<file path="config.mk">
export PLATFORM = sky130hd
export DESIGN_NAME = gowin_ddr
export DESIGN_NICKNAME = d
export VERILOG_FILES = /design/src/rtl/gowin_ddr.sv
export SDC_FILE = /design/constraint.sdc
export NUM_CORES = 1
export LEC_CHECK = 0
export ABC_AREA = 1
export CORE_ASPECT_RATIO = 2
export CORE_UTILIZATION = 54
export DETAILED_ROUTE_END_ITERATION = 16
export PLACE_DENSITY = 0.95
export REMOVE_ABC_BUFFERS = 1
export SYNTH_ARGS = -nofsm -noshare
export SYNTH_HDL_FRONTEND = slang
export SYNTH_SLANG_ARGS = --single-unit
</file>
<file path="constraint.sdc">
create_clock -name i_clk_fast -period 2.1 [get_ports i_clk_fast]
set_clock_uncertainty 0.1 [all_clocks]
set_input_delay 0.42 -clock i_clk_fast [delete_from_list [all_inputs] [get_ports i_clk_fast]]
set_output_delay 0.42 -clock i_clk_fast [all_outputs]
set_load 0.1 [all_outputs]
</file>
<file path="src/rtl/gowin_ddr.sv">
// 7:1 parallel-to-serial gearbox: captures a 49-bit time-slot-major frame on
// each load edge and emits one 7-lane slot per i_clk_fast cycle, slot 0 first.
module gowin_ddr #(
  parameter int unsigned LANES = 7,
  parameter int unsigned RATIO = 7
) (
  input  logic                   i_clk_fast,
  input  logic                   i_resetn,
  input  logic [LANES*RATIO-1:0] din,
  output logic                   o_load,
  output logic [LANES-1:0]       o_q
);

  localparam int unsigned CntW = (RATIO > 1) ? $clog2(RATIO) : 1;
  localparam logic [CntW-1:0] CntLast = CntW'(RATIO - 1);

  logic [CntW-1:0]          r_cnt;
  logic [LANES*RATIO-1:0]   r_hold;
  logic [LANES-1:0]         r_q;
  logic [CntW-1:0]          w_next_slot;
  logic [LANES-1:0]         w_slot_bits;
  logic                     w_load;

  // Frame boundary: the edge that ends the last slot also samples din.
  always_comb begin
    w_load      = (r_cnt == CntLast);
    w_next_slot = r_cnt + CntW'(1);
  end

  // Select the next slot's lane bits out of the held frame.
  always_comb begin
    w_slot_bits = '0;
    for (int unsigned t = 0; t < RATIO; t++) begin
      if (w_next_slot == CntW'(t)) begin
        w_slot_bits = r_hold[t*LANES +: LANES];
      end
    end
  end

  // Slot counter, holding register and output register; slot 0 bypasses hold
  // so a new frame starts the cycle right after the previous one ends.
  always_ff @(posedge i_clk_fast or negedge i_resetn) begin
    if (!i_resetn) begin
      r_cnt  <= CntLast;
      r_hold <= '0;
      r_q    <= '0;
    end else if (w_load) begin
      r_cnt  <= '0;
      r_hold <= din;
      r_q    <= din[LANES-1:0];
    end else begin
      r_cnt  <= w_next_slot;
      r_q    <= w_slot_bits;
    end
  end

  // Outputs.
  always_comb begin
    o_load = w_load;
    o_q    = r_q;
  end

endmodule

</file>
After elaboration in Yosys (flattened, before gate mapping)
Cells that the tools add are included.
W data, S select, Z words.
{"block": "word_totals", "reg_bits": 59, "inputBits": 51, "output_inout_bits": 8, "wordCells": 21}
{"block": "classes", "addsub": 1, "eq_ne": 7, "mux": 9, "n_reduce_logical": 1}
{"operator": "$mux W7", "count": 8}
{"operator": "$eq A3 B3 Y1 const B", "count": 4}
{"operator": "$eq A3 B2 Y1 const B", "count": 2}
{"operator": "$add A3 B1 Y3 const B", "count": 1}
{"operator": "$eq A3 B1 Y1 const B", "count": 1}
{"operator": "$logic_not A3 Y1", "count": 1}
{"operator": "$mux W3", "count": 1}

Depth between registers and ports, before layout
{"block": "logic_depth", "depth_word": 10, "mapped_depth": 9, "ltp_nobuf": 8}

Worst setup path before layout
No wires, ideal clock.
{"block": "synth_path", "path_type": "register -> output", "start": "register r_cnt[0]", "end": "output port o_load", "t_arrival_ns": 1.348, "required_time_ns": 1.580, "slack_ns": 0.232, "stages_incl_launch_ff": 6, "n_path_buf": 2, "cell_sequence": "dfrtp_1 inv_2 nand3_2 inv_2 buf_6 buf_2"}
{"block": "synth_via", "elab_chain_len": 1}
{"item": "start: declaration", "line": "17", "text": "logic [CntW-1:0] r_cnt;"}
{"item": "start signal: assignment", "line": "44", "text": "r_cnt <= CntLast;"}
{"item": "start signal: assignment", "line": "52", "text": "r_cnt <= w_next_slot;"}
{"item": "$eq A3 B3 Y1", "line": "26", "text": "w_load = (r_cnt == CntLast);"}
{"item": "end: declaration", "line": "10", "text": "output logic o_load,"}
Every way passes these cells.

Worst setup path after layout
{"block": "layout_path", "start": "register r_cnt[1]", "end": "output port o_load"}
The elaborated chain is that of the path after synthesis.

==> flow_metrics.tcl <==
set metrics [dict create \
    status "finished clean" \
    core_um2 4642 \
    antennaDiodeCount 0 \
    hp-class "flop to flop" \
    multiInputGateArea_um2 1003 \
    fillers 340 \
    drive_above_1_share_pct 11.76 \
    yosysMostFrequentCell "nand2_1" \
    wirelength_um 6059 \
    cts_tree "done" \
    place_hpwl_um 4229 \
    syn2layout_area_growth_pct 32.07 \
    drc_errors 0 \
    grt_pass1_wl_um 10060 \
    fmax_ghz 0.5191 \
    dieArea_um2 5139 \
    initial_core_util_pct 56.31 \
    design_area_um2 3452 \
    viasPerCell 5.170 \
    synth_largest_area_cell "dfrtp_1" \
    post_cts_resized 0 \
    synth_cell_types 20 \
    cts_htree_levels 3 \
    ys_seq_area_share_pct 56.58 \
    slew_headroom_pct 70.35 \
    synth_commonest_cells "181 x nand2_1, 57 x dfrtp_1, 22 x o21ai_0" \
    worst_pin_slew_ns 0.4432 \
    rows 35 \
    clock_latency_ns 0.34 \
    critPathRequiredTime_ns 1.58 \
    path_clk_slew_ns 0.07 \
    final_hold_viol_count 0 \
    syn_area_per_cell_um2 8.067 \
    synth_area_leaders "dfrtp_1 55%, nand2_1 26%, o21ai_0 4.2%, nand4_1 2.9%, dfstp_2 2.0%" \
    die_w_um 51.20 \
    overflow 0 \
    crit_path_max_fanout 11 \
    firstDrtPassIters 4 \
    place.port_buffers 58 \
    track_usage_pct 27.35 \
    setup_violations 0 \
    postCtsSetupBuffers 0 \
    regArea_um2 1479 \
    yosys_warnings 0 \
    cts_buffers 9 \
    ys_ff_latch 59 \
    slew_violations 0 \
    arrival_ns 1.41 \
    syn_area_um2 2614 \
    leakage_uw 0.001677 \
    routedWlPerCell_um 13.59 \
    path_class "flop to output port" \
    die_h_um 100.4 \
    synthArstFlopShare_pct 100.0 \
    period_share_pct 91.73 \
    synth_top_area_share_pct 54.57 \
    vdd_drop_max_mv 0.5505 \
    nets 437 \
    grt_max_degree 60 \
    io_pins 59 \
    start_kind "flop" \
    cts.sinks 59 \
    end_kind "output port" \
    antenna_left 0 \
    placed_area_um2 3229 \
    r2r_slack_ns 0.36 \
    vias 2306 \
    clk_path_buf_depth 2 \
    gp_congestion 0.8694 \
    clock-root-buffer "clkbuf_8" \
    syn_inst 324 \
    powerDensity_nw_per_um2 736.0 \
    grt_pass1_vias 2321 \
    synthFlopType "dfrtp_1" \
    cap_violations 0 \
    grt_antenna_before_repair 0 \
    synth-edff-count 0 \
    period_needed_ns 1.926 \
    post-route-util_pct 74.37 \
    rsz0062_at_grt "false" \
    drt-initial-drc-count 76 \
]
[cells in the final DEF (no fill, tap or decap)]
cell type,instances
bufinv_16,1
buf_12,2
clkdlybuf4s50_1,49
inv_1,11
clkinv_2,2
nor3_1,1
dfstp_2,2
buf_2,1
nand4_1,12
nor2_1,7
nand3_1,3
o21ai_0,22
nand2_1,181
dfrtp_1,57
nor2_4,1
nand3b_1,1
nor2_2,1
or2_2,5
buf_4,12
dlygate4sd3_1,1
nand3_2,2
inv_2,3
nor3_4,1
clkbuf_8,12
clkinvlp_4,1
[power breakdown]
group	switching (uW)	internal [uW]	total, uW
Combinational	127	121	248
Clock	431	640	1070
Sequential	29.6	1190	1220
[worst max-delay path, stage by stage, from the launching register on]
cell and delay [ns]:
dfstp_2 0.65, nand3_2 0.12, inv_2 0.12, buf_12 0.18
[per-layer routing]
metal / track usage, % / up-vias / wire [um]
li1: - / 1131 / -
met1: 32.51 / 1063 / 2444
met2: 42.61 / 84 / 3110
met3: 7.424 / 28 / 224
met4: 17.74 / 0 / 279
met5: 0 / - / 0
[per-stage QoR]
stage	total power [uW]	setup TNS (ns)	hold slack, ns	setup WS, ns	std cells
6_report	2541	0	0.3767	0.1736	446
5_1_grt	2641	0	0.3876	0.1079	446
4_1_cts	2554	0	0.3771	0.1694	446
3_5_place_dp	1486	0	0.3398	0.3806	429
3_3_place_gp	1480	0	0.3392	0.4970	429
2_1_floorplan	1334	-25.93	0.02441	-0.6066	310
[kinds of logic after synthesis]
family | count (synthesis) | synth area share, %
and+or+nand+nor | 215 | 34.18
DFF | 59 | 56.58
buffers and inverters | 28 | 5.026
AOI/OAI and AO/OA | 22 | 4.213
[final cells by class]
type / count / share of cell area (%)
Clock inverter: 4 / 1.377
Clock buffer: 12 / 4.784
Timing Repair Buffer: 65 / 18.41
Tap cell: 55 / 1.993
Multi-Input combinational cell: 237 / 29.07
Inverter: 14 / 1.522
Sequential cell: 59 / 42.84
[sequential cells by signal, summed over array words and instances, names as in the netlist]
| register | flops |
|---|---|
| r_hold | 49 |
| r_cnt | 3 |
| o_q | 7 |
[path summary, 6_finish.rpt]
kind / from / to / depth (start not counted)
max reg2reg: r_cnt[2]$_DFF_PN1_ / o_q[0]$_DFF_PN0_ / 7
max: r_cnt[1]$_DFF_PN1_ / o_load / 3
min in group asynchronous: i_resetn / r_hold[28]$_DFFE_PN0P_ / 3
max in group asynchronous: i_resetn / r_cnt[1]$_DFF_PN1_ / 3
min reg2reg: r_hold[48]$_DFFE_PN0P_ / r_hold[48]$_DFFE_PN0P_ / 2
min: r_hold[48]$_DFFE_PN0P_ / r_hold[48]$_DFFE_PN0P_ / 2
[timing repair]
item                                   in CTS  in global routing
setup endpoints to repair                   0                  0
endpoints found under the hold margin      57                  0
hold buffers                                1                  0
Power figures use the tool's default switching activity.
